`config.mk`:
```
export PLATFORM = sky130hd
export DESIGN_NAME = axi_bridge_arb
export DESIGN_NICKNAME = d
export VERILOG_FILES = /design/src/rtl/axi_bridge_arb_pkg.sv /design/src/rtl/axi_wr_ctrl.sv /design/src/rtl/axi_bridge_arb.sv
export SDC_FILE = /design/constraint.sdc
export NUM_CORES = 1
export LEC_CHECK = 0
export BUFFER_PORTS_ARGS = -buffer_cell sky130_fd_sc_hd__buf_2
export CAP_MARGIN = 5
export CORE_AREA = 4 4 202 204
export DETAILED_ROUTE_END_ITERATION = 8
export DIE_AREA = 0 0 206 208
export HOLD_SLACK_MARGIN = 0.02
export PLACE_DENSITY = 0.55
export SETUP_SLACK_MARGIN = 0.3
export SLEW_MARGIN = 30
export SYNTH_ARGS = -nofsm -noshare
export SYNTH_HDL_FRONTEND = slang
export SYNTH_SLANG_ARGS = --single-unit
```
`constraint.sdc`:
```
create_clock -name clk -period 9.79 [get_ports clk]
set_clock_uncertainty 0.2 [all_clocks]
set_input_delay 0.979 -clock clk [delete_from_list [all_inputs] [get_ports clk]]
set_output_delay 0.979 -clock clk [all_outputs]
set_load 0.02 [all_outputs]
```
`src/rtl/axi_bridge_arb_pkg.sv`:
```
// Shared encodings for the cache-to-AXI bridge: request types, AXI ids,
// FSM state codes and the len/size mapping used by both read and write paths.
package axi_bridge_arb_pkg;

  localparam logic [2:0] TYPE_BYTE = 3'b000;
  localparam logic [2:0] TYPE_HALF = 3'b001;
  localparam logic [2:0] TYPE_WORD = 3'b010;
  localparam logic [2:0] TYPE_LINE = 3'b100;

  localparam int ID_INST = 0;
  localparam int ID_DATA = 1;

  localparam logic [1:0] R_IDLE = 2'd0;
  localparam logic [1:0] R_AR   = 2'd1;
  localparam logic [1:0] R_R    = 2'd2;

  localparam logic [1:0] W_IDLE = 2'd0;
  localparam logic [1:0] W_SEND = 2'd1;
  localparam logic [1:0] W_B    = 2'd2;

  // Line requests become a full INCR burst of 32-bit beats; anything else is one beat.
  function automatic logic [7:0] axi_len(input logic [2:0] t, input int line_words);
    return (t == TYPE_LINE) ? 8'(line_words - 1) : 8'd0;
  endfunction

  function automatic logic [2:0] axi_size(input logic [2:0] t);
    return (t == TYPE_LINE) ? 3'd2 : {1'b0, t[1:0]};
  endfunction

endpackage

```
`src/rtl/axi_wr_ctrl.sv`:
```
// Write channel controller: accepts one dcache write, drives AW and W
// independently, then waits for the B response before accepting the next.
module axi_wr_ctrl
  import axi_bridge_arb_pkg::*;
#(
  parameter int LINE_WORDS = 4
) (
  input  logic                    clk,
  input  logic                    rst,
  input  logic                    wr_req,
  input  logic [2:0]              wr_type,
  input  logic [31:0]             wr_addr,
  input  logic [3:0]              wr_wstrb,
  input  logic [32*LINE_WORDS-1:0] wr_data,
  output logic                    wr_rdy,
  output logic [31:0]             awaddr,
  output logic [7:0]              awlen,
  output logic [2:0]              awsize,
  output logic                    awvalid,
  input  logic                    awready,
  output logic [31:0]             wdata,
  output logic [3:0]              wstrb,
  output logic                    wlast,
  output logic                    wvalid,
  input  logic                    wready,
  input  logic                    bvalid,
  output logic                    bready,
  output logic                    busy,
  output logic [27:0]             busy_line,
  output logic [1:0]              state
);

  localparam int CNT_W = $clog2(LINE_WORDS);

  logic [1:0]                state_q;
  logic [31:0]               addr_q;
  logic [2:0]                type_q;
  logic [3:0]                wstrb_q;
  logic [32*LINE_WORDS-1:0]  data_q;
  logic [CNT_W-1:0]          cnt_q;
  logic                      aw_done_q, w_done_q;
  logic                      wr_acc, aw_fire, w_fire, aw_done_nxt, w_done_nxt;

  assign wr_rdy    = ~rst & (state_q == W_IDLE);
  assign wr_acc    = wr_req & wr_rdy;
  assign awaddr    = addr_q;
  assign awlen     = axi_len(type_q, LINE_WORDS);
  assign awsize    = axi_size(type_q);
  assign awvalid   = ~rst & (state_q == W_SEND) & ~aw_done_q;
  assign wvalid    = ~rst & (state_q == W_SEND) & ~w_done_q;
  assign wdata     = data_q[{cnt_q, 5'd0} +: 32];
  assign wstrb     = (type_q == TYPE_LINE) ? 4'hF : wstrb_q;
  assign wlast     = (8'(cnt_q) == awlen);
  assign bready    = ~rst & (state_q == W_B);
  assign busy      = (state_q != W_IDLE);
  assign busy_line = addr_q[31:4];
  assign state     = state_q;

  assign aw_fire     = awvalid & awready;
  assign w_fire      = wvalid & wready;
  assign aw_done_nxt = aw_done_q | aw_fire;
  assign w_done_nxt  = w_done_q | (w_fire & wlast);

  always_ff @(posedge clk) begin
    if (rst) begin
      state_q   <= W_IDLE;
      cnt_q     <= '0;
      aw_done_q <= 1'b0;
      w_done_q  <= 1'b0;
    end else begin
      case (state_q)
        W_IDLE: if (wr_acc) begin
          addr_q    <= wr_addr;
          type_q    <= wr_type;
          wstrb_q   <= wr_wstrb;
          data_q    <= wr_data;
          cnt_q     <= '0;
          aw_done_q <= 1'b0;
          w_done_q  <= 1'b0;
          state_q   <= W_SEND;
        end
        W_SEND: begin
          aw_done_q <= aw_done_nxt;
          w_done_q  <= w_done_nxt;
          if (w_fire && !wlast) cnt_q <= cnt_q + 1'b1;
          // The completing handshake of either channel counts in the same cycle.
          if (aw_done_nxt && w_done_nxt) state_q <= W_B;
        end
        W_B: if (bvalid) state_q <= W_IDLE;
        default: state_q <= W_IDLE;
      endcase
    end
  end

endmodule

```
`src/rtl/axi_bridge_arb.sv`:
```
// Shared AXI3 master for icache reads and dcache reads/writes: one read and one
// write outstanding, data reads win arbitration, same-line reads wait for writes.
module axi_bridge_arb
  import axi_bridge_arb_pkg::*;
#(
  parameter int ID_W       = 4,
  parameter int LINE_WORDS = 4
) (
  input  logic                     clk,
  input  logic                     rst,
  input  logic                     inst_rd_req,
  input  logic [2:0]               inst_rd_type,
  input  logic [31:0]              inst_rd_addr,
  output logic                     inst_rd_rdy,
  output logic                     inst_ret_valid,
  output logic                     inst_ret_last,
  output logic [31:0]              inst_ret_data,
  input  logic                     data_rd_req,
  input  logic [2:0]               data_rd_type,
  input  logic [31:0]              data_rd_addr,
  output logic                     data_rd_rdy,
  output logic                     data_ret_valid,
  output logic                     data_ret_last,
  output logic [31:0]              data_ret_data,
  input  logic                     data_wr_req,
  input  logic [2:0]               data_wr_type,
  input  logic [31:0]              data_wr_addr,
  input  logic [3:0]               data_wr_wstrb,
  input  logic [32*LINE_WORDS-1:0] data_wr_data,
  output logic                     data_wr_rdy,
  output logic [ID_W-1:0]          arid,
  output logic [31:0]              araddr,
  output logic [7:0]               arlen,
  output logic [2:0]               arsize,
  output logic [1:0]               arburst,
  output logic [1:0]               arlock,
  output logic [3:0]               arcache,
  output logic [2:0]               arprot,
  output logic                     arvalid,
  input  logic                     arready,
  input  logic [ID_W-1:0]          rid,
  input  logic [31:0]              rdata,
  input  logic                     rlast,
  input  logic                     rvalid,
  output logic                     rready,
  output logic [ID_W-1:0]          awid,
  output logic [31:0]              awaddr,
  output logic [7:0]               awlen,
  output logic [2:0]               awsize,
  output logic [1:0]               awburst,
  output logic [1:0]               awlock,
  output logic [3:0]               awcache,
  output logic [2:0]               awprot,
  output logic                     awvalid,
  input  logic                     awready,
  output logic [ID_W-1:0]          wid,
  output logic [31:0]              wdata,
  output logic [3:0]               wstrb,
  output logic                     wlast,
  output logic                     wvalid,
  input  logic                     wready,
  input  logic                     bvalid,
  output logic                     bready,
  output logic [1:0]               rd_state,
  output logic [1:0]               wr_state
);

  // Handshakes: a transfer occurs on a cycle where valid/req and ready/rdy are both
  // high; a raised valid stays high with a stable payload until that transfer.

  logic [1:0]      rd_state_q;
  logic [ID_W-1:0] rid_q;
  logic [31:0]     raddr_q;
  logic [7:0]      rlen_q;
  logic [2:0]      rsize_q;
  logic            wr_busy;
  logic [27:0]     wr_line;
  logic            raw_hit, data_elig, rd_idle, data_acc, inst_acc, inst_sel, data_sel;

  assign raw_hit = (wr_busy && (wr_line == data_rd_addr[31:4])) ||
                   (data_wr_req && data_wr_rdy && (data_wr_addr[31:4] == data_rd_addr[31:4]));
  assign rd_idle     = ~rst & (rd_state_q == R_IDLE);
  assign data_elig   = data_rd_req & ~raw_hit;
  assign data_rd_rdy = rd_idle & data_elig;
  assign inst_rd_rdy = rd_idle & ~data_elig;
  assign data_acc    = data_rd_req & data_rd_rdy;
  assign inst_acc    = inst_rd_req & inst_rd_rdy;

  always_ff @(posedge clk) begin
    if (rst) begin
      rd_state_q <= R_IDLE;
    end else begin
      case (rd_state_q)
        R_IDLE: begin
          if (data_acc) begin
            rid_q      <= ID_W'(ID_DATA);
            raddr_q    <= data_rd_addr;
            rlen_q     <= axi_len(data_rd_type, LINE_WORDS);
            rsize_q    <= axi_size(data_rd_type);
            rd_state_q <= R_AR;
          end else if (inst_acc) begin
            rid_q      <= ID_W'(ID_INST);
            raddr_q    <= inst_rd_addr;
            rlen_q     <= axi_len(inst_rd_type, LINE_WORDS);
            rsize_q    <= axi_size(inst_rd_type);
            rd_state_q <= R_AR;
          end
        end
        R_AR:    if (arready) rd_state_q <= R_R;
        R_R:     if (rvalid && rlast) rd_state_q <= R_IDLE;
        default: rd_state_q <= R_IDLE;
      endcase
    end
  end

  assign arid    = rid_q;
  assign araddr  = raddr_q;
  assign arlen   = rlen_q;
  assign arsize  = rsize_q;
  assign arvalid = ~rst & (rd_state_q == R_AR);
  assign rready  = ~rst & (rd_state_q == R_R);
  assign rd_state = rd_state_q;

  // Return beats pass straight through to whichever cache owns the id.
  assign inst_sel       = rready & rvalid & (rid == ID_W'(ID_INST));
  assign data_sel       = rready & rvalid & (rid == ID_W'(ID_DATA));
  assign inst_ret_valid = inst_sel;
  assign inst_ret_last  = inst_sel & rlast;
  assign inst_ret_data  = rdata;
  assign data_ret_valid = data_sel;
  assign data_ret_last  = data_sel & rlast;
  assign data_ret_data  = rdata;

  assign arburst = 2'b01;
  assign arlock  = 2'b00;
  assign arcache = 4'b0000;
  assign arprot  = 3'b000;
  assign awid    = ID_W'(ID_DATA);
  assign awburst = 2'b01;
  assign awlock  = 2'b00;
  assign awcache = 4'b0000;
  assign awprot  = 3'b000;
  assign wid     = ID_W'(ID_DATA);

  axi_wr_ctrl #(.LINE_WORDS(LINE_WORDS)) u_wr (
    .clk       (clk),
    .rst       (rst),
    .wr_req    (data_wr_req),
    .wr_type   (data_wr_type),
    .wr_addr   (data_wr_addr),
    .wr_wstrb  (data_wr_wstrb),
    .wr_data   (data_wr_data),
    .wr_rdy    (data_wr_rdy),
    .awaddr    (awaddr),
    .awlen     (awlen),
    .awsize    (awsize),
    .awvalid   (awvalid),
    .awready   (awready),
    .wdata     (wdata),
    .wstrb     (wstrb),
    .wlast     (wlast),
    .wvalid    (wvalid),
    .wready    (wready),
    .bvalid    (bvalid),
    .bready    (bready),
    .busy      (wr_busy),
    .busy_line (wr_line),
    .state     (wr_state)
  );

endmodule

```
### After elaboration in Yosys (flattened, before gate mapping)

Cells that the tools add are included.

* $add $sub $neg: 1
* equality and inequality tests: 18
* shift-type cells: 1
* muxes and demuxes: 29
* bitwise logic cells: 29
* reductions and logical operators: 20

Operators by type and width (count)
* $shiftx A128 B8 Y32: 1
* $mux W32: 2
* $eq A28 B28 Y1: 2
* $mux W2: 15
* $and A1 B1 Y1: 22
* $mux W8: 2
* $reduce_and A3 Y1: 5
* $pmux W2 S3: 2
* $ne A2 B2 Y1 const B: 5
* $eq A3 B3 Y1 const B: 3
* $eq A2 B8 Y1: 1
* $logic_and A1 B1 Y1: 6
* $mux W3: 2
* $reduce_bool A2 Y1: 3
* $not A1 Y1: 5
* $eq A2 B1 Y1 const B: 2
* $eq A2 B2 Y1 const B: 2
* $eq A4 B1 Y1 const B: 1
* $logic_not A2 Y1: 2
* $logic_not A4 Y1: 1
* $mux W4: 1
* $pmux W1 S2: 2
* $pmux W2 S2: 1
* $ne A3 B3 Y1 const B: 1
* other kinds (7): 9

* bits in registers: 219
* output and inout bits: 237
* logic and storage cells: 111

### Logic depth before layout (Yosys ltp)

Gate-level depths: netlist of run 1.

* depth in word-level cells: 13
* mapped depth: 9

### Cells and area by module

Synthesis of run 1 repeated with hierarchy kept, for this count alone.

* cells, all modules: 587
* area total of the unflattened synthesis: 9696.8 um^2

Modules (own cells, without submodules)
* axi_wr_ctrl: times used 1, cells each 300, area an instance 6482.5 um^2, sequential area each 5134.9 um^2
* axi_bridge_arb: times used 1, cells each 287, area an instance 3214.3 um^2, sequential area each 1121.1 um^2

### Least setup slack after synthesis of run 1

OpenSTA, ideal clock, no wires.

* path kind: input port to flip-flop
* start point: input port rst
* end point: register u_wr.cnt_q[1]
* library setup time: 0.132 ns
* arrival: 5.468 ns
* required time: 9.458 ns
* setup slack: 3.989 ns
* cell stages on the path: 6
* path through: clkbuf_1 > or4b_4 > inv_1 > nor2_1 > o21ai_0 > a21oi_1

* word-level cells in the longest chain between the ends: 7
* elaborated cells on any way between the ends: 10
* those cells by class: eq/ne (2); bitwise (6); reduce/logical (2)

RTL lines
* start, declared: line axi_bridge_arb.sv:10 `input logic rst,`
* $not A1 Y1 (no source line)
* $and A1 B1 Y1 (2 in a row): line axi_wr_ctrl.sv:50 `assign wvalid = ~rst & (state_q == W_SEND) & ~w_done_q;`
* $and A1 B1 Y1: line axi_wr_ctrl.sv:60 `assign w_fire = wvalid & wready;`
* $logic_and A1 B1 Y1: line axi_wr_ctrl.sv:85 `if (w_fire && !wlast) cnt_q <= cnt_q + 1'b1;`
* $ne A2 B2 Y1 (no source line)
* $reduce_and A3 Y1 (no source line)
* end signal, assigned: line axi_wr_ctrl.sv:85
* end, declared: line axi_wr_ctrl.sv:40 `logic [CNT_W-1:0] cnt_q;`

Parallel ways exist; a longest one is shown, timed or not.
A chain may end at the register's enable or synchronous reset.

### Final worst setup path of run 1

* start point: input port rst
* end point: output port data_rd_rdy

* word-level cells in the longest chain between the ends: 8
* elaborated cells on any way between the ends: 9
* those cells by class: bitwise (6); reduce/logical (3)

RTL lines
* $not A1 Y1 (no source line) *
* $and A1 B1 Y1: line axi_wr_ctrl.sv:44 `assign wr_rdy = ~rst & (state_q == W_IDLE);`
* $logic_and A1 B1 Y1 (2 in a row): line axi_bridge_arb.sv:81 `(data_wr_req && data_wr_rdy && (data_wr_addr[31:4] == data_rd_addr[31:4]));`
* $logic_or A1 B1 Y1: line axi_bridge_arb.sv:80 `assign raw_hit = (wr_busy && (wr_line == data_rd_addr[31:4])) ||`
* $not A1 Y1: line axi_bridge_arb.sv:83 `assign data_elig = data_rd_req & ~raw_hit;`
* $and A1 B1 Y1: line axi_bridge_arb.sv:83
* $and A1 B1 Y1 *: line axi_bridge_arb.sv:84 `assign data_rd_rdy = rd_idle & data_elig;`
* end, declared: line axi_bridge_arb.sv:21 `output logic data_rd_rdy,`

Every way passes the cells marked *; elsewhere a longest branch is shown, timed or not.

==> impl_metrics.env, run 1 <==
export IMPL_status="finished, final reports clean"
export IMPL_placement_rows=73
export IMPL_crit_path_frequent_cell="sky130_fd_sc_hd__buf_2"
export IMPL_avgRoutedWirePerCell_um=18.3
export IMPL_cts_tree="done"
export IMPL_worstHoldStart="rd_state[1]$_SDFFE_PP0P_"
export IMPL_grtUsageTotal_pct=11.5
export IMPL_timing_max_transition_violations_final=0
export IMPL_route_detailed_vias_per_inst=3.96
export IMPL_finish_net_count=1160
export IMPL_post_synth_cell_types=42
export IMPL_drtAntennaViolNets=0
export IMPL_worst_r2r_setup_slack_ns=6.65
export IMPL_final_setup_viol_count=0
export IMPL_yosysTopAreaCellShare_pct=64.4
export IMPL_place_area_um2=11300
export IMPL_clock_root_buffer="sky130_fd_sc_hd__clkbuf_16"
export IMPL_maxCapViolations=0
export IMPL_number_of_global_route_vias_before_repair=6023
export IMPL_antenna_found_initial=5
export IMPL_worst_ep_required_time_ns=8.61
export IMPL_rr_worst_depth=3
export IMPL_critical_path_cell_chain="buf_2, or4b_4, nor3_2, nand4_1, nor2_2, nor3b_2, buf_4, buf_2"
export IMPL_detailed_place_hpwl_um=19900
export IMPL_dpl_worst_slack_ns=5.47
export IMPL_floorplan_die_area_um2=42800
export IMPL_cts_hold_fix_buffers=0
export IMPL_synth_sequential_area_ratio_pct=66.1
export IMPL_clk_transition_reported_paths_ns=0.06
export IMPL_cts_htree_levels=1
export IMPL_timing_hold_worst_class="flop to flop"
export IMPL_core_um2=39300
export IMPL_min_path_cells=2
export IMPL_initialDrtViolationCount=261
export IMPL_commonest_cells_after_routing_fill_and_taps_aside="sky130_fd_sc_hd__buf_2 (377), sky130_fd_sc_hd__edfxtp_1 (203), sky130_fd_sc_hd__xor2_1 (47), sky130_fd_sc_hd__conb_1 (47), sky130_fd_sc_hd__mux4_2 (32)"
export IMPL_maxSlewHeadroom_pct=41.0
export IMPL_post_synth_mux_area_share_pct=13.0
export IMPL_port_buffer_count=377
export IMPL_grt_start_max_net_pins=101
export IMPL_most_common_library_cell_in_the_layout_ignoring_fill_and_taps="sky130_fd_sc_hd__buf_2"
export IMPL_r2r_end="u_wr.data_q[36]$_DFFE_PP_"
export IMPL_fp_dieH_um=208
export IMPL_dominant_combinational_cell_family_by_area_after_synthesis="multiplexers"
export IMPL_gp_congestion=0.804
export IMPL_final_instance_count_excl_fill=1422
export IMPL_synth_edff_count=203
export IMPL_finalCritPeriodShare_pct=44.0
export IMPL_peak_clock_frequency_supported_by_timing_mhz=232
export IMPL_n_fill_cell=3982
export IMPL_crit_path_max_incr_delay_ns=0.59
export IMPL_avgSynthCellArea_um2=17.1
export IMPL_critical_path_peak_fanout=36
export IMPL_timing_rr_start="u_wr.state[1]$_SDFFE_PP0P_"
export IMPL_synth_xor_area_share_pct=5.18
export IMPL_remaining_drc_errors=0
export IMPL_crit_type="primary input to primary output"
export IMPL_finalSetupTns_ns=0
export IMPL_crit_path_max_delay_family="simple AND/OR/NAND/NOR gates"
export IMPL_multi_input_area_um2=2430
export IMPL_maximum_vdd_drop_uv=172
export IMPL_arithmetic_cell_share_of_the_synthesized_area_counting_full_adders_half_adders_and_majority_gates_pct=0
export IMPL_cts_setup_buffers=0
export IMPL_via_total_after_detailed_routing=5625
export IMPL_io_pins=521
export IMPL_grt_pass1_wl_um=37400
export IMPL_yosysTopAreaCell="sky130_fd_sc_hd__edfxtp_1"
export IMPL_cpMaxStageDelayCell="sky130_fd_sc_hd__or4b_4"
export IMPL_cp_end_kind="primary output"
export IMPL_area_sequential_um2=6260
export IMPL_cts_made_buffers=24
export IMPL_leakagePower_nw=4.79
export IMPL_power_density_nw_per_um2=182
export IMPL_ys_async_sr_fraction_pct=0
export IMPL_drtPass1Iterations=4
export IMPL_timing_critical_path_arrival_ns=3.13
export IMPL_grt_ovfl_total=0
export IMPL_post_route_worst_setup_slack_ns=5.48
export IMPL_cp_num_buf_inv=3
export IMPL_final_area_um2=12100
export IMPL_dp_cells=1375
export IMPL_hold_viol=0
export IMPL_critical_path_startpoint_type="primary input"
export IMPL_fraction_of_final_layout_cells_sized_beyond_drive_strength_1_pct=55.7
export IMPL_worst_slew_pin_slew_ns=0.885
export IMPL_cts_repair_resize_count=0
export IMPL_finalCriticalPeriod_ns=4.31
export IMPL_worstSkewPairLatency_ns=0.56
export IMPL_ys_warn_count=0
export IMPL_dieWidth_um=206
export IMPL_detail_route_wirelength_um=26100
export IMPL_tritoncts_num_sinks=211
export IMPL_yosys_reg_bits=211
export IMPL_min_to="rd_state[1]$_SDFFE_PP0P_"
export IMPL_synth_area_top_cells="sky130_fd_sc_hd__edfxtp_1 (64%), sky130_fd_sc_hd__buf_4 (9.0%), sky130_fd_sc_hd__mux4_2 (7.6%)"
export IMPL_cts_buffer_depth=3
export IMPL_starting_density_of_the_core_pct=24.1
export IMPL_fin_hold_ws_ns=0.356
export IMPL_yosys_most_used_dff="sky130_fd_sc_hd__edfxtp_1"
export IMPL_area_growth_syn_to_layout_pct=27.8
export IMPL_synthesized_cell_area_um2=9470
export IMPL_post_synthesis_cell_count=553
export IMPL_rsz0062_at_grt="no"
export IMPL_synth_simple_area_share_pct=4.24
export IMPL_synth_compound_area_share_pct=1.18
per-stage QoR:
stage                     util (%)  total power, mW
after floorplan                  -             1.26
after global placement        28.7             1.31
after detailed placement      28.7             1.32
after CTS                     30.8             2.24
after global routing          30.8             2.30
final                         30.8             2.20
cell usage after synthesis, types with 4 or more instances:
cell type	number
sky130_fd_sc_hd__buf_4	113
sky130_fd_sc_hd__edfxtp_1	203
sky130_fd_sc_hd__xor2_1	47
sky130_fd_sc_hd__mux2_2	6
sky130_fd_sc_hd__mux4_2	32
sky130_fd_sc_hd__xnor2_1	9
sky130_fd_sc_hd__buf_6	5
sky130_fd_sc_hd__clkbuf_1	7
sky130_fd_sc_hd__nor3_1	5
sky130_fd_sc_hd__mux2_4	27
sky130_fd_sc_hd__dfxtp_1	8
sky130_fd_sc_hd__a21oi_1	5
sky130_fd_sc_hd__nor3b_1	9
sky130_fd_sc_hd__mux2i_1	4
sky130_fd_sc_hd__nor4_1	11
sky130_fd_sc_hd__nand4_1	5
sky130_fd_sc_hd__inv_1	4
sky130_fd_sc_hd__or2_2	5
sky130_fd_sc_hd__nor2_1	12
final cells by class:
type	instances	area share (%)
multi-input combinational	253	20.1
sequential	211	51.7
clock buffer	26	5.03
inverter	4	0.186
tap	525	5.43
timing repair buffer	382	15.9
clock inverter	16	1.57
antenna	5	0.103
metal layers:
layer | vias up | track usage, % | wire, um
met1 | 2732 | 13.6 | 10100
met4 | 2 | 4.47 | 905
met5 | - | 0 | 13
met2 | 248 | 19.6 | 13000
met3 | 66 | 3.52 | 2030
li1 | 2577 | - | -
cell families (layout without fill, tap and decap cells):
logic type,after synthesis,after routing
flip-flops,211,211
XOR/XNOR,56,56
other,2,52
multiplexers,69,69
buffers and inverters,134,428
AND/OR/NAND/NOR,66,66
AO/OA/AOI/OAI,15,15
worst reg2reg max path: stages, from the launching register on:
cell and delay [ns]:
sky130_fd_sc_hd__dfxtp_1 0.45, sky130_fd_sc_hd__or4b_4 0.67, sky130_fd_sc_hd__inv_8 0.52, sky130_fd_sc_hd__buf_4 0.87
flip-flops by register name, indices dropped and copies added, names as in the netlist:
register	count
araddr	32
arid	1
arlen	1
arsize	2
rd_state	2
u_wr.aw_done_q	1
u_wr.awaddr	32
u_wr.cnt_q	2
u_wr.data_q	128
u_wr.state	2
u_wr.type_q	3
u_wr.w_done_q	1
u_wr.wstrb_q	4
how the worst max path moves through the flow:
| stage | startpoint | endpoint | slack [ns] | cells past startpoint |
|---|---|---|---|---|
| after floorplan | rst | u_wr.cnt_q[1]$_SDFFE_PP0P_ | 3.99 | 6 |
| after global placement | rst | data_rd_rdy | 5.56 | 8 |
| after detailed placement | rst | data_rd_rdy | 5.47 | 8 |
| after CTS | rst | data_rd_rdy | 5.48 | 8 |
| after global routing | data_rd_addr[30] | data_rd_rdy | 5.35 | 8 |
| final | rst | data_rd_rdy | 5.48 | 8 |
where the power goes:
part           internal (mW)  switching, mW  total (mW)
clock                  0.532          0.380       0.912
sequential              1.04         0.0149        1.06
combinational         0.0946          0.140       0.234
Power figures use the tool's default switching activity.
==> run 2, diff against run 1 <==
Settings changed: CORE_AREA 4 4 202 204 to 4 4 200 202, DIE_AREA 0 0 206 208 to 0 0 204 206, PLACE_DENSITY 0.55 to 0.56.
Clock period 9.79 ns to 4 ns, I/O delays scaled along.
==> run 2 against run 1 <==
  * Design area rose by 20%
  * Hold slack got worse by 0.31 ns
  * Combinational power increased to 3.4 times the previous value
  * Sequential cell count unchanged
  * First-iteration DRC count is 12% lower
==> impl_metrics.env, run 2 (synthesis gave the netlist of run 1 again) <==
export IMPL_status="finished, final reports clean"
export IMPL_timing_rr_start="u_wr.awaddr[14]$_DFFE_PP_"
export IMPL_starting_density_of_the_core_pct=24.7
export IMPL_avgRoutedWirePerCell_um=17.8
export IMPL_timing_max_transition_violations_final=0
export IMPL_detailed_place_hpwl_um=20900
export IMPL_timing_critical_path_arrival_ns=3.62
export IMPL_antenna_cells_inserted=0
export IMPL_top_register="u_wr.data_q"
export IMPL_grtUsageTotal_pct=13.3
export IMPL_largest_register_ff_count=128
export IMPL_hold_viol=0
export IMPL_crit_type="flop to flop"
export IMPL_clock_root_buffer="sky130_fd_sc_hd__clkbuf_16"
export IMPL_drtAntennaViolNets=0
export IMPL_worst_ep_required_time_ns=4.07
export IMPL_finalSetupTns_ns=0
export IMPL_placement_rows=72
export IMPL_fraction_of_final_layout_cells_sized_beyond_drive_strength_1_pct=44.3
export IMPL_cts_buffer_depth=3
export IMPL_cts_made_buffers=25
export IMPL_power_density_nw_per_um2=377
export IMPL_remaining_drc_errors=0
export IMPL_clk_transition_reported_paths_ns=0.06
export IMPL_antenna_found_initial=1
export IMPL_maximum_vdd_drop_uv=385
export IMPL_worstHoldStart="data_rd_addr[25]"
export IMPL_most_common_library_cell_in_the_layout_ignoring_fill_and_taps="sky130_fd_sc_hd__buf_2"
export IMPL_cts_tree="done"
export IMPL_post_route_util_pct=37.8
export IMPL_cp_end_kind="flop"
export IMPL_critical_path_startpoint="u_wr.awaddr[14]$_DFFE_PP_"
export IMPL_fp_dieH_um=206
export IMPL_finalCritPeriodShare_pct=88.6
export IMPL_totalPowerFinal_mw=5.45
export IMPL_via_total_after_detailed_routing=6627
export IMPL_dieWidth_um=204
export IMPL_grt_pass1_wl_um=43100
export IMPL_critical_path_startpoint_type="flop"
export IMPL_maxSlewHeadroom_pct=44.9
export IMPL_area_growth_syn_to_layout_pct=52.7
export IMPL_route_detailed_vias_per_inst=4.01
export IMPL_critical_path_peak_fanout=36
export IMPL_leakagePower_nw=5.78
export IMPL_n_fill_cell=3617
export IMPL_worstSkewPairLatency_ns=0.53
export IMPL_final_setup_viol_count=0
export IMPL_grt_ovfl_total=0
export IMPL_floorplan_die_area_um2=42000
export IMPL_core_um2=38300
export IMPL_commonest_cells_after_routing_fill_and_taps_aside="sky130_fd_sc_hd__buf_2 (377), sky130_fd_sc_hd__dlygate4sd3_1 (237), sky130_fd_sc_hd__edfxtp_1 (203)"
export IMPL_cts_setup_buffers=0
export IMPL_rsz0062_at_grt="no"
export IMPL_finalCriticalPeriod_ns=3.54
export IMPL_finish_net_count=1402
export IMPL_port_buffer_count=377
export IMPL_io_pins=521
export IMPL_tritoncts_num_sinks=211
export IMPL_cts_htree_levels=1
export IMPL_timing_hold_worst_class="primary input to flop"
export IMPL_peak_clock_frequency_supported_by_timing_mhz=282
export IMPL_grt_start_max_net_pins=48
export IMPL_worst_slew_pin_slew_ns=0.827
export IMPL_initialDrtViolationCount=230
export IMPL_gp_congestion=0.799
export IMPL_fin_hold_ws_ns=0.0467
export IMPL_number_of_global_route_vias_before_repair=7287
export IMPL_detail_route_wirelength_um=29400
export IMPL_drtPass1Iterations=4
export IMPL_maxCapViolations=0
run 2: layout make-up:
class | instances | area, um^2 | share of cell area (%)
repair buffers | 623 | 4370 | 30.2
clock buffers | 31 | 648 | 4.48
flip-flops and latches | 211 | 6260 | 43.3
inverters | 4 | 18.8 | 0.130
multi-input cells | 253 | 2440 | 16.9
clock inverters | 12 | 78.8 | 0.545
well taps | 518 | 648 | 4.48
run 2: critical path, stage by stage, from the launching register on:
cell	delay (ns)
sky130_fd_sc_hd__edfxtp_1	0.41
sky130_fd_sc_hd__xor2_1	0.22
sky130_fd_sc_hd__nor4_2	0.52
sky130_fd_sc_hd__o211ai_1	0.21
sky130_fd_sc_hd__o41ai_2	0.43
sky130_fd_sc_hd__nor3b_2	0.10
sky130_fd_sc_hd__buf_6	0.25
sky130_fd_sc_hd__mux2_4	0.35
sky130_fd_sc_hd__dlygate4sd3_1	0.58
run 2: timing repair:
item / CTS / global route
gates resized for setup: 1 / 1
hold endpoints to repair: 205 / 0
cloned: 0 / 0
endpoints found under the setup margin: 1 / 29
hold buffers: 237 / 0
run 2: worst paths after layout:
kind	to	slack, ns	cells after the start
max	araddr[28]$_DFFE_PP_	0.46	8
max reg2reg	araddr[28]$_DFFE_PP_	0.46	8
min	araddr[25]$_DFFE_PP_	0.05	2
min reg2reg	u_wr.aw_done_q$_SDFFE_PP0P_	0.35	2
run 2: routing by layer:
layer,routed length (um),track usage [%],share of wire [%],vias up
met5,13,0,0.044,-
met2,15300,23.9,52,266
met3,2010,3.19,6.8,52
li1,-,-,-,3055
met4,584,3.71,2.0,2
met1,11500,15.9,39,3252
run 2: report_power, final:
part           switching [mW]  internal (mW)
Sequential             0.0413           2.55
Combinational           0.387          0.403
Clock                   0.905           1.16
run 2: through the flow:
| stage | std cells | cell area, um^2 | setup WS [ns] |
|---|---|---|---|
| 5_1_grt | 1652 | 14500 | 0.336 |
| 6_report | 1652 | 14500 | 0.456 |
| 3_3_place_gp | 1372 | 11300 | 0.756 |
| 3_5_place_dp | 1372 | 11300 | 0.663 |
| 2_1_floorplan | 598 | 9660 | 0.254 |
| 4_1_cts | 1652 | 14500 | 0.357 |
==> run 3, diff against run 2 <==
--- a/config.mk
+++ b/config.mk
@@ -10,2 +10,3 @@
 export CORE_AREA = 4 4 200 202
+export CTS_CLUSTER_DIAMETER = 150
 export DETAILED_ROUTE_END_ITERATION = 8
==> constraint.sdc (replaced) <==
create_clock -name clk -period 4 [get_ports clk]
set_clock_uncertainty 0.2 [all_clocks]
set_input_delay 1 -clock clk [delete_from_list [all_inputs] [get_ports clk]]
set_output_delay 1 -clock clk [all_outputs]
set_load 0.02 [all_outputs]
==> run 3 against run 2 <==
  * Register-to-register slack better by 0.44 ns
  * Die area did not move
  * Sequential cell count unchanged
  * Fmax down 4.9%
  * Combinational power fell by 22%
  * Largest cell class unchanged
  * Critical path depth up 1
  * Setup slack lost 0.18 ns
  * Wire length fell by 7.9%
  * Sequential share of layout area increased by 6.9 points
  * Final cell count down 13%
==> impl_metrics.env, run 3 (synthesis gave the netlist of run 1 again) <==
export IMPL_dieWidth_um=204
export IMPL_area_growth_syn_to_layout_pct=31.7
export IMPL_final_setup_viol_count=0
export IMPL_min_path_cells=2
export IMPL_clk_transition_reported_paths_ns=0.05
export IMPL_largest_register_ff_count=128
export IMPL_cts_htree_levels=1
export IMPL_leakagePower_nw=4.97
export IMPL_via_total_after_detailed_routing=5712
export IMPL_cts_buffer_depth=3
export IMPL_internal_power_mw=4.27
export IMPL_cp_end_kind="primary output"
export IMPL_crit_type="primary input to primary output"
export IMPL_avgRoutedWirePerCell_um=18.9
export IMPL_final_instance_count_excl_fill=1434
export IMPL_peak_clock_frequency_supported_by_timing_mhz=268
export IMPL_critical_path_peak_fanout=3
export IMPL_number_of_global_route_vias_before_repair=6008
export IMPL_gp_congestion=0.851
export IMPL_maxSlewHeadroom_pct=46.1
export IMPL_port_buffer_count=377
export IMPL_detail_route_wirelength_um=27100
export IMPL_initialDrtViolationCount=313
export IMPL_timing_hold_worst_class="flop to flop"
export IMPL_io_pins=521
export IMPL_status="finished, final reports clean"
export IMPL_power_share_clock_pct=42.4
export IMPL_timing_critical_path_arrival_ns=2.53
export IMPL_switchingPower_mw=1.30
export IMPL_grt_start_max_net_pins=43
export IMPL_dp_cells=1384
export IMPL_starting_density_of_the_core_pct=24.7
export IMPL_rsz0062_at_grt="yes"
export IMPL_tritoncts_num_sinks=211
export IMPL_remaining_drc_errors=0
export IMPL_totalPowerFinal_mw=5.57
export IMPL_fp_dieH_um=206
export IMPL_placement_rows=72
export IMPL_clock_root_buffer="sky130_fd_sc_hd__clkbuf_16"
export IMPL_grt_pass1_wl_um=38000
export IMPL_worstSkewPairLatency_ns=0.54
export IMPL_maximum_vdd_drop_uv=326
export IMPL_antenna_found_initial=5
export IMPL_most_common_library_cell_in_the_layout_ignoring_fill_and_taps="sky130_fd_sc_hd__buf_2"
export IMPL_rr_worst_depth=8
export IMPL_drtPass1Iterations=4
export IMPL_detailed_place_hpwl_um=21500
export IMPL_swShare_pct=23.4
export IMPL_worst_slew_pin_slew_ns=0.808
export IMPL_floorplan_die_area_um2=42000
export IMPL_cts_tree="done"
export IMPL_top_register="u_wr.data_q"
export IMPL_hold_viol=0
export IMPL_finish_net_count=1182
export IMPL_combPwrFrac_pct=11.1
export IMPL_power_density_nw_per_um2=447
export IMPL_worst_ep_required_time_ns=2.80
export IMPL_finalCriticalPeriod_ns=3.73
export IMPL_grtUsageTotal_pct=12.1
export IMPL_route_detailed_vias_per_inst=3.98
export IMPL_fraction_of_final_layout_cells_sized_beyond_drive_strength_1_pct=57.5
export IMPL_timing_max_transition_violations_final=0
export IMPL_commonest_cells_after_routing_fill_and_taps_aside="sky130_fd_sc_hd__buf_2 (370), sky130_fd_sc_hd__edfxtp_1 (203), sky130_fd_sc_hd__conb_1 (47)"
export IMPL_drtAntennaViolNets=0
export IMPL_maxCapViolations=0
export IMPL_core_um2=38300
export IMPL_critical_path_startpoint_type="primary input"
export IMPL_seqPwrFrac_pct=46.5
export IMPL_cts_made_buffers=25
export IMPL_finalCritPeriodShare_pct=93.2
export IMPL_grt_ovfl_total=0
export IMPL_finalSetupTns_ns=0
==> run 3: cell count changes in the layout (fill, tap and decap cells not counted), sizes merged <==
cell / before / now
clkinvlp: 2 / 3
clkinv: 8 / 4
inv: 6 / 4
bufinv: 0 / 4
buf: 386 / 403
dlygate4sd3: 237 / 0
diode: 0 / 3
==> run 3: layer usage <==
metal	global-route usage, %	vias to the layer above	share of wire (%)
met5	0	-	0.096
met4	3.73	4	2.2
met3	3.47	50	8.0
met2	19.6	234	48
met1	15.7	2808	41
li1	-	2616	-
==> run 3: worst paths after layout <==
kind	from	slack, ns	to
max	data_rd_addr[17]	0.27	inst_rd_rdy
min	u_wr.w_done_q$_SDFFE_PP0P_	0.36	u_wr.w_done_q$_SDFFE_PP0P_
max reg2reg	u_wr.awaddr[23]$_DFFE_PP_	0.90	araddr[2]$_DFFE_PP_
min reg2reg	u_wr.w_done_q$_SDFFE_PP0P_	0.36	u_wr.w_done_q$_SDFFE_PP0P_
==> run 3: what timing repair did <==
action	CTS	global route
resized for setup	13	14
hold buffers	0	0
pin swaps	7	8
endpoints found under the hold margin	0	0
setup endpoints to repair	2	2
setup buffers	3	2
==> run 3: per-stage QoR <==
stage	cell area [um^2]	util (%)	setup slack, ns	hold WS [ns]
6_report	12500	32.6	0.272	0.357
5_1_grt	12500	32.5	0.154	0.392
4_1_cts	12400	32.4	0.242	0.373
3_5_place_dp	11500	29.9	-0.0529	0.361
3_3_place_gp	11500	29.9	-0.107	0.335
2_1_floorplan	9650	-	-0.345	0.303
==> run 3: layout make-up <==
| type | instances | area [um^2] |
|---|---|---|
| well taps | 518 | 648 |
| flip-flops and latches | 211 | 6260 |
| clock buffers | 31 | 678 |
| repair buffers | 403 | 2200 |
| fillers | 3843 | 25800 |
| multi-input cells | 253 | 2490 |
| inverters | 4 | 18.8 |
| diodes | 3 | 7.51 |
| clock inverters | 11 | 171 |
==> run 3: worst max-delay path: stages <==
cell and delay [ns]:
sky130_fd_sc_hd__buf_8 0.11, sky130_fd_sc_hd__xor2_1 0.14, sky130_fd_sc_hd__nor4_1 0.26, sky130_fd_sc_hd__buf_4 0.15, sky130_fd_sc_hd__o211ai_1 0.12, sky130_fd_sc_hd__o41ai_4 0.36, sky130_fd_sc_hd__nor2_2 0.11, sky130_fd_sc_hd__nor2b_1 0.12
sky130_fd_sc_hd__buf_4 0.15
==> run 3: power groups by stage <==
stage,clock network [mW],registers [mW],logic [mW]
floorplan,0,2.69,0.390
global placement,0,2.63,0.603
detailed placement,0,2.64,0.606
CTS,2.44,2.59,0.619
global route,2.54,2.60,0.666
finish,2.36,2.59,0.619
